`src/rtl/fb_pkg.sv`:
```
// Shared constants for the frame-buffer port arbiter: address/data widths and host FSM encoding.
// No logic, so no latency.
// No handshakes, so no backpressure.
package fb_pkg;

  localparam int ADDR_W   = 13;      // per-bank word address (16 rows x 2 halves x 256 cols)
  localparam int DATA_W   = 16;      // pixel word (3x5-bit RGB + spare)
  localparam int BANK_BIT = ADDR_W;  // bank select is the MSB of the RAM address

  // Host access FSM encoding
  localparam logic [1:0] H_IDLE = 2'd0;
  localparam logic [1:0] H_WAIT = 2'd1;
  localparam logic [1:0] H_ACK  = 2'd2;

  // Forms the physical RAM address from a bank bit and a per-bank word address.
  function automatic logic [ADDR_W:0] bank_addr(input logic bank, input logic [ADDR_W-1:0] word);
    logic [ADDR_W:0] a;
    a           = {1'b0, word};
    a[BANK_BIT] = bank;
    return a;
  endfunction

endpackage

```
`src/rtl/fb_bank_swap.sv`:
```
// Double-buffer bank selector: arms on swap_req, flips front_sel only at a frame boundary.
// Latency: front_sel flips at the frame_done edge; swap_done pulses in the cycle after that edge.
// No backpressure: repeated swap requests while armed collapse into a single swap.
module fb_bank_swap (
  input  logic clk,
  input  logic rst,
  input  logic swap_req,
  input  logic frame_done,
  output logic swap_pending,
  output logic swap_done,
  output logic front_sel
);

  logic swap_exec;

  // A swap executes at a frame boundary when one is armed or is being requested right now.
  assign swap_exec = frame_done && (swap_pending || swap_req);

  // Arm/execute the swap; a request coinciding with execution is consumed, not re-armed.
  always_ff @(posedge clk or posedge rst) begin
    if (rst) begin
      swap_pending <= 1'b0;
      swap_done    <= 1'b0;
      front_sel    <= 1'b0;
    end else begin
      swap_done <= swap_exec;
      if (swap_exec) begin
        front_sel    <= ~front_sel;
        swap_pending <= 1'b0;
      end else if (swap_req) begin
        swap_pending <= 1'b1;
      end
    end
  end

endmodule

```
`src/rtl/fb_port_arbiter.sv`:
```
// Shares one synchronous-read frame-buffer RAM between the LED scanner (front bank) and a host (back bank).
// Latency: scanner read data visible 2 cycles after disp_req; host_ack 2 cycles after grant (grant/wait/ack).
// Backpressure: scanner always wins and is never stalled; host holds host_req until the host_ack pulse.
module fb_port_arbiter
  import fb_pkg::*;
(
  input  logic              clk,
  input  logic              rst,
  input  logic              disp_req,
  input  logic [ADDR_W-1:0] disp_addr,
  output logic [DATA_W-1:0] disp_data,
  input  logic              frame_done,
  input  logic              host_req,
  input  logic              host_we,
  input  logic [ADDR_W-1:0] host_addr,
  input  logic [DATA_W-1:0] host_wdata,
  output logic              host_ack,
  output logic [DATA_W-1:0] host_rdata,
  input  logic              swap_req,
  output logic              swap_pending,
  output logic              swap_done,
  output logic              front_sel,
  output logic [ADDR_W:0]   ram_addr,
  output logic              ram_we,
  output logic [DATA_W-1:0] ram_wdata,
  input  logic [DATA_W-1:0] ram_rdata
);

  logic [1:0] state;
  logic       host_rd;    // in-flight host access is a read
  logic       disp_pend;  // scanner read issued last cycle, data on ram_rdata now
  logic       grant;

  fb_bank_swap u_swap (
    .clk          (clk),
    .rst          (rst),
    .swap_req     (swap_req),
    .frame_done   (frame_done),
    .swap_pending (swap_pending),
    .swap_done    (swap_done),
    .front_sel    (front_sel)
  );

  // The host only gets the RAM in a cycle the scanner leaves free.
  assign grant    = (state == H_IDLE) && host_req && !disp_req;
  assign host_ack = (state == H_ACK);

  // RAM port mux: the scanner address by default, the host's back-bank access when granted.
  // The host bank is committed in the grant cycle because the RAM performs the access there,
  // so a swap during H_WAIT/H_ACK cannot redirect it.
  always_comb begin
    ram_addr  = bank_addr(front_sel, disp_addr);
    ram_we    = 1'b0;
    ram_wdata = host_wdata;
    if (grant) begin
      ram_addr = bank_addr(~front_sel, host_addr);
      ram_we   = host_we;
    end
  end

  // Host FSM: grant, wait one cycle for the synchronous RAM, then pulse ack.
  always_ff @(posedge clk or posedge rst) begin
    if (rst) begin
      state      <= H_IDLE;
      host_rd    <= 1'b0;
      host_rdata <= '0;
    end else begin
      case (state)
        H_IDLE: begin
          if (grant) begin
            host_rd <= !host_we;
            state   <= H_WAIT;
          end
        end
        H_WAIT: begin
          if (host_rd) host_rdata <= ram_rdata;
          state <= H_ACK;
        end
        H_ACK:   state <= H_IDLE;
        default: state <= H_IDLE;
      endcase
    end
  end

  // Scanner data capture: register RAM output one cycle after the strobe, hold otherwise.
  always_ff @(posedge clk or posedge rst) begin
    if (rst) begin
      disp_pend <= 1'b0;
      disp_data <= '0;
    end else begin
      disp_pend <= disp_req;
      if (disp_pend) disp_data <= ram_rdata;
    end
  end

endmodule
```
`config.mk`:
```
export PLATFORM = sky130hd
export DESIGN_NAME = fb_port_arbiter
export DESIGN_NICKNAME = d
export VERILOG_FILES = /design/src/rtl/fb_pkg.sv /design/src/rtl/fb_bank_swap.sv /design/src/rtl/fb_port_arbiter.sv
export SDC_FILE = /design/constraint.sdc
export NUM_CORES = 1
export LEC_CHECK = 0
export ABC_AREA = 1
export BUFFER_PORTS_ARGS = -buffer_cell sky130_fd_sc_hd__buf_2
export CAP_MARGIN = 20
export CORE_UTILIZATION = 44
export CTS_CLUSTER_DIAMETER = 80
export DETAILED_ROUTE_END_ITERATION = 12
export GPL_TIMING_DRIVEN = 0
export HOLD_SLACK_MARGIN = 0.06
export PLACE_DENSITY_LB_ADDON = 0.08
export REMOVE_ABC_BUFFERS = 1
export SYNTH_ARGS = -nofsm -noshare
export SYNTH_HDL_FRONTEND = slang
export SYNTH_SLANG_ARGS = --single-unit
```
`constraint.sdc`:
```
create_clock -name clk -period 2.87 [get_ports clk]
set_clock_uncertainty 0.1 [all_clocks]
set_input_delay 0.574 -clock clk [delete_from_list [all_inputs] [get_ports clk]]
set_output_delay 0.574 -clock clk [all_outputs]
set_load 0.02 [all_outputs]
```
== Word level (Yosys, flattened, before mapping) ==
Index checks and enable logic that the tools add are counted.

* Register bits after elaboration: 39
* Output and inout bits: 67
* Logic and storage cells: 28

* Equality and inequality tests: 3
* Multiplexer cells: 6
* Bitwise gates (word level): 1
* Reductions and logical operators: 10

{| class="wikitable"
|+ Operators by type and width
! operator !! number
|-
| $mux 14 || 1
|-
| $pmux 2 s2 || 1
|-
| $reduce_and 2->1 || 2
|-
| $logic_and 1x1->1 || 3
|-
| $mux 1 || 3
|-
| $eq 2x1->1 const B || 1
|-
| $eq 2x2->1 const B || 1
|-
| $logic_not 1->1 || 2
|-
| $logic_not 2->1 || 1
|-
| $mux 2 || 1
|-
| $ne 2x2->1 const B || 1
|-
| $reduce_bool 2->1 || 1
|-
| $logic_or 1x1->1 || 1
|-
| $not 1->1 || 1
|}

== Longest topological paths before layout ==
Gate-level depths: netlist of the first run.

* Word-level depth: 5
* Gate-level depth with buffers: 6

== Cells and area by module ==
Synthesis of the first run repeated with hierarchy kept, for this count alone.

* Cells, all modules: 215
* Area total of the unflattened synthesis: 1913.1 sq um

{| class="wikitable"
|+ By module, submodules not included
! module !! times used !! cells an instance !! area an instance (sq um)
|-
| fb_port_arbiter || 1 || 201 || 1789.2
|-
| fb_bank_swap || 1 || 14 || 123.9
|}

== Worst setup path before layout of the first run ==
Ideal clock, no wire load.

* Path type: input to output
* From: input port host_req
* To: output port ram_we
* Arrival: 1.281 ns
* Slack: 0.915 ns
* Stages: 5
* Buffers on the path: 1
* Path through: inv_1 -> nor2_4 -> nand2_4 -> buf_6 -> nor2_1

* Word-level cells in the longest chain between the ends: 3

{| class="wikitable"
|+ Ends and longest elaborated chain
! element !! RTL line !! source
|-
| start, declared || fb_port_arbiter.sv:13 || <nowiki>input logic host_req,</nowiki>
|-
| $logic_and 1x1->1 (2 in series) || fb_port_arbiter.sv:45 || <nowiki>assign grant = (state == H_IDLE) && host_req && !disp_req;</nowiki>
|-
| $mux 1 || fb_port_arbiter.sv:55 || <nowiki>if (grant) begin</nowiki>
|-
| end, declared || fb_port_arbiter.sv:24 || <nowiki>output logic ram_we,</nowiki>
|}

No other way between the ends.

== Worst setup path after layout of the first run ==
* From: register state[0]
* To: output port ram_we

* Word-level cells in the longest chain between the ends: 4

{| class="wikitable"
|+ Ends and longest elaborated chain
! element !! RTL line !! source
|-
| start, declared || fb_port_arbiter.sv:29 || <nowiki>logic [1:0] state;</nowiki>
|-
| start signal, assigned || fb_port_arbiter.sv:64 || <nowiki>state <= H_IDLE;</nowiki>
|-
| start signal, assigned || fb_port_arbiter.sv:72 || <nowiki>state <= H_WAIT;</nowiki>
|-
| start signal, assigned || fb_port_arbiter.sv:77 || <nowiki>state <= H_ACK;</nowiki>
|-
| $logic_not 2->1 || fb_port_arbiter.sv:45 ||
|-
| $logic_and 1x1->1 (2 in series) || fb_port_arbiter.sv:45 ||
|-
| $mux 1 || fb_port_arbiter.sv:55 ||
|}

No other way between the ends.

==> results.py, run 1 <==
metrics = {
    "timing": {
        "period_share_pct": 79.8,
        "fin_ws_ps": 580,
        "final_period_minus_worst_setup_slack_ps": 2290,
        "hold_viol_final": 0,
        "max_slew.worst_pin.slew_ps": 880,
        "fmax_mhz": 437,
        "slew_headroom_pct": 41.3,
        "maxSlewViolCount": 0,
        "fin_setup_tns_ps": 0,
        "finalSetupViolCount": 0,
        "grt_setup_unrepaired": "false",
    },
    "floorplanning": {
        "coreArea_um2": 4060,
        "fp.dieH_um": 67.4,
        "die_area_um2": 4540,
        "die_x_um": 67.4,
        "initial_utilization_pct": 46.3,
        "rows": 23,
        "io_pins": 132,
    },
    "clock_tree": {
        "cts_sinks": 39,
        "cts_buffer_depth": 2,
        "cts.reportedPaths.clkPinSlew_ps": 70,
        "cts_max_level": 2,
        "post_cts_buffers": 0,
        "cts_resized": 0,
        "cts_buffers": 5,
        "cts_root_buffer": "clkbuf_8",
        "insertion_delay_ps": 280,
        "cts_hold_buf": 0,
        "cts_tree": "done",
    },
    "yosys": {
        "ys_warn_count": 0,
        "syn_area_um2": 1880,
        "synthDistinctLibCells": 17,
        "syn_avg_cell_area_um2": 8.75,
        "ys_seq_area_share_pct": 51.9,
        "ys_top_cells_by_area": "dfrtp_1, nand2_1, buf_4",
        "synthTopCellsByCount": "nand2_1, dfrtp_1, inv_1",
        "synth.most_common_cell": "nand2_1",
        "synthArstFlopShare_pct": 100,
        "synth_top_cell_by_area": "dfrtp_1",
        "ys.flop_type": "dfrtp_1",
        "syn-instance-count": 215,
        "synth-edff-count": 0,
        "synth_top_area_share_pct": 51.9,
        "synth_seq_cells": 39,
    },
    "placed_design": {
        "io_buffer_count": 99,
        "place_area_um2": 2260,
        "pre_cts_ws_ps": 649,
        "place.gp.congestion": 0.751,
        "dp_hpwl_um": 3030,
    },
    "cells_and_area": {
        "antenna_cells": 0,
        "area_growth_pct": 24.8,
        "final_area_um2": 2350,
        "layout-drive-gt1-share_pct": 43.1,
        "num-nets-final": 362,
    },
    "pwr": {
        "p_leak_uw": 0.00136,
        "internal_power_uw": 1090,
        "power_frac_clock_pct": 21.2,
        "sequentialPowerShare_pct": 44.4,
        "ir_drop_mv": 0.237,
        "p_sw_uw": 633,
        "comb_power_share_pct": 34.5,
        "powerDensity_nw_per_um2": 732,
        "switching_share_pct": 36.9,
    },
    "global_route": {
        "first_global_vias": 1378,
        "grt_start_max_net_pins": 40,
        "grt_usage_pct": 18.1,
        "grt_pass1_wl_um": 5930,
        "grt_overflow": 0,
        "grt_antenna_before_repair": 0,
    },
    "routing": {
        "routed_via_density": 4.66,
        "drtAntennaViolNets": 0,
        "routed_wl_um": 4040,
        "wl_per_cell_um": 11.6,
        "drt_iter0_markers": 77,
        "num_vias": 1618,
        "dr.pass1.iters": 4,
        "drcViolationCount": 0,
    },
    "setup_path": {
        "cp_data_arrival_time_ps": 1620,
        "crit_required_ps": 2200,
        "worstSetupPathType": "flip-flop to output pin",
        "critPathLaunchType": "flip-flop",
        "worstPathMaxFanout": 17,
        "end_kind": "output pin",
    },
    "outcome": {
        "status": "finished clean",
    },
    "run": {
        "drv_cap": 0,
    },
    "hold_path": {
        "min_path_type": "primary input to async pin",
    },
}
==> layout by cell type (no fill, tap or decap) <==
master    instances
buf_2            99
nand2_1          54
dfrtp_1          39
inv_1            25
nand3_1          20
nor2_1           14
a21oi_1          13
o21ai_2          12
clkbuf_8          6
o21ai_0           4
nand2_2           4
nor2_4            2
nor2_2            1
nand3_4           1
nand2_4           1
inv_2             1
clkinv_2          1
==> power by group through the flow <==
stage,sequential [uW],clock [uW],combinational (uW)
5_1_grt,779,403,647
6_report,763,363,592
2_1_floorplan,930,0,223
3_5_place_dp,773,0,600
3_3_place_gp,769,0,595
4_1_cts,764,378,601
==> metrics by stage <==
stage | hold slack (ps) | std cells | utilization [%] | total power [uW]
2_1_floorplan | 415 | 191 | - | 1150
3_3_place_gp | 359 | 340 | 55.7 | 1360
3_5_place_dp | 364 | 340 | 55.7 | 1370
4_1_cts | 338 | 347 | 57.8 | 1740
5_1_grt | 336 | 347 | 57.8 | 1830
6_report | 329 | 347 | 57.8 | 1720
==> state kept, by name, indices dropped and copies added (netlist names) <==
name                 count
state                    2
host_rd                  1
host_rdata              16
disp_pend                1
disp_data               16
u_swap.front_sel         1
u_swap.swap_pending      1
u_swap.swap_done         1
==> logic make-up (layout without fill, tap and decap cells) <==
group | after synthesis | in the layout | synth area share [%]
buffers and inverters | 50 | 132 | 14.7
AO/OA/AOI/OAI | 29 | 29 | 10.1
AND/OR/NAND/NOR | 97 | 97 | 23.3
flip-flops | 39 | 39 | 51.9
==> critical path: stages, from the launching register on <==
cell and delay [ps]:
dfrtp_1 460, nor2_4 360, nand2_4 200, nor2_1 140, buf_2 180
==> metal layers <==
metal	vias to the layer above	wire length (um)	global-route usage, %
met4	0	59	8.78
met3	7	437	8.61
met5	-	0	3.75
li1	814	-	-
met2	96	1820	29.1
met1	701	1720	19.8
==> path summary, 6_finish.rpt <==
path	end	slack, ps	cells past startpoint	start
worst max-delay path	ram_we	580	4	state[0]
worst min-delay path	disp_data[2]	330	2	rst
worst max register to register	disp_data[11]	1480	1	disp_pend
worst min register to register	host_rdata[10]	380	2	host_rdata[10]
max in group asynchronous	disp_data[5]	1840	2	rst
min in group clk	disp_pend	350	1	disp_req
==> final cells by class <==
| class | instances | area (um2) |
|---|---|---|
| inverters | 26 | 97.6 |
| clock buffers | 6 | 82.6 |
| fillers | 383 | 1710 |
| flip-flops and latches | 39 | 976 |
| well taps | 50 | 62.6 |
| repair buffers | 99 | 495 |
| clock inverters | 1 | 5.00 |
| multi-input cells | 126 | 628 |
No activity file was read; power rests on OpenSTA's default activity.
==> run 2: changes to the inputs <==
- CORE_UTILIZATION: 44 -> 37
- clock period: 2.87 -> 1.9 ns (I/O delays scaled with it)
==> results.py, run 2 (synthesis results as in run 1) <==
metrics = {
    "pwr": {
        "switching_share_pct": 36.2,
        "power_frac_clock_pct": 21.7,
        "comb_power_share_pct": 36.6,
        "p_sw_uw": 998,
        "sequentialPowerShare_pct": 41.7,
        "powerDensity_nw_per_um2": 1030,
        "ir_drop_mv": 0.326,
        "internal_power_uw": 1760,
        "p_leak_uw": 0.00146,
    },
    "cells_and_area": {
        "fin_cells": 376,
        "antenna_cells": 0,
        "mostFrequentLayoutCell": "buf_2",
        "final_area_um2": 2660,
        "reg_top3": "disp_data (16), host_rdata (16), state (2)",
        "finalCoreUtilization_pct": 55.3,
        "layout_common_cells": "buf_2, nand2_1, dfrtp_1, inv_1",
        "layout-drive-gt1-share_pct": 51.1,
        "area_growth_pct": 41.6,
        "num-nets-final": 373,
    },
    "floorplanning": {
        "coreArea_um2": 4820,
        "initial_utilization_pct": 39.0,
        "die_area_um2": 5370,
        "rows": 25,
        "fp.dieH_um": 73.3,
        "io_pins": 132,
        "die_x_um": 73.3,
    },
    "clock_tree": {
        "cts.reportedPaths.clkPinSlew_ps": 70,
        "cts_tree": "done",
        "cts_hold_buf": 0,
        "cts_buffers": 5,
        "cts_sinks": 39,
        "cts_buffer_depth": 2,
        "insertion_delay_ps": 280,
        "cts_max_level": 2,
        "cts_root_buffer": "clkbuf_8",
    },
    "routing": {
        "drcViolationCount": 0,
        "wl_per_cell_um": 11.9,
        "drt_iter0_markers": 80,
        "num_vias": 1688,
        "routed_via_density": 4.49,
        "dr.pass1.iters": 4,
        "routed_wl_um": 4480,
        "drtAntennaViolNets": 0,
    },
    "placed_design": {
        "io_buffer_count": 99,
        "place_area_um2": 2280,
        "dp_hpwl_um": 2990,
        "place.gp.congestion": 0.707,
        "dp_cells": 357,
    },
    "setup_path": {
        "cpPeakStageDelay_ps": 430,
        "rr_worst_depth": 1,
        "worstSetupPathType": "flip-flop to output pin",
        "worstPathMaxFanout": 7,
        "end_kind": "output pin",
        "critPathLaunchType": "flip-flop",
        "critPathSlowestCell": "dfrtp_1",
        "crit_chain": "nor2_4 -> buf_12 -> buf_8 -> nand3_2 -> nand2_1 -> buf_6",
        "crit_required_ps": 1420,
        "cp_data_arrival_time_ps": 1420,
    },
    "global_route": {
        "grt_pass1_wl_um": 6420,
        "gr-usage-met3_pct": 8.23,
        "grt_antenna_before_repair": 0,
        "met1_usage_pct": 17.9,
        "grt_use_met2_pct": 25.6,
        "grt_overflow": 0,
        "grt-busiest-layer": "met2",
        "first_global_vias": 1455,
        "grt_usage_pct": 16.0,
        "grt_start_max_net_pins": 40,
    },
    "timing": {
        "slew_headroom_pct": 38.1,
        "grt_setup_unrepaired": "true",
        "final_period_minus_worst_setup_slack_ps": 1900,
        "period_share_pct": 99.8,
        "fin_setup_tns_ps": 0,
        "fmax_mhz": 528,
        "fin_hold_ws_ps": 135,
        "finalSetupViolCount": 0,
        "maxSlewViolCount": 0,
        "max_slew.worst_pin.slew_ps": 928,
        "hold_viol_final": 0,
    },
    "hold_path": {
        "min_path_type": "primary input to async pin",
    },
    "run": {
        "drv_cap": 0,
    },
    "outcome": {
        "status": "finished clean",
    },
}
run 2: per-stage QoR:
stage	setup WS (ps)	power, uW
2_1_floorplan	251	1740
3_5_place_dp	50.2	2070
4_1_cts	12.3	2700
6_report	4.31	2760
3_3_place_gp	-50.5	2070
5_1_grt	-66.3	2930
run 2: power by group through the flow:
| stage | Sequential [uW] | Clock (uW) | Combinational, uW |
|---|---|---|---|
| after floorplan | 1400 | 0 | 336 |
| after global placement | 1160 | 0 | 903 |
| after detailed placement | 1170 | 0 | 907 |
| after CTS | 1150 | 625 | 921 |
| after global routing | 1170 | 657 | 1100 |
| final | 1150 | 599 | 1010 |
run 2: final cells by class:
type / count / area [um2]
timing repair buffer: 109 / 688
sequential: 39 / 977
clock inverter: 1 / 7.51
tap: 67 / 83.8
inverter: 26 / 97.6
fill: 471 / 2150
multi-input combinational: 127 / 713
clock buffer: 7 / 96.3
run 2: path summary, 6_finish.rpt:
check | slack [ps] | to | start
max in group asynchronous | 1020 | state[0] | rst
worst min-delay path | 140 | disp_data[1] | rst
worst max-delay path | 4 | ram_addr[0] | state[1]
min in group clk | 150 | disp_pend | disp_req
worst max register to register | 460 | disp_data[15] | disp_pend
worst min register to register | 380 | host_rdata[8] | host_rdata[8]
run 2: routing by layer:
metal	routed length (um)	vias to the layer above
met5	0	-
met3	518	13
li1	-	843
met2	2060	112
met4	122	0
met1	1770	720
run 2: critical path, delay by kind of cell (launching register included):
family / cells / cell delay [ps]
flops: 1 / 430
simple gates: 3 / 310
buf+inv: 3 / 380
run 2: repair_timing:
action | 4_1_cts | 5_1_grt
gates resized for setup | 1 | 51
hold endpoints to repair | 0 | 0
endpoints found under the setup margin | 15 | 15
pin swaps | 1 | 19
gates cloned | 0 | 1
setup buffers | 4 | 6
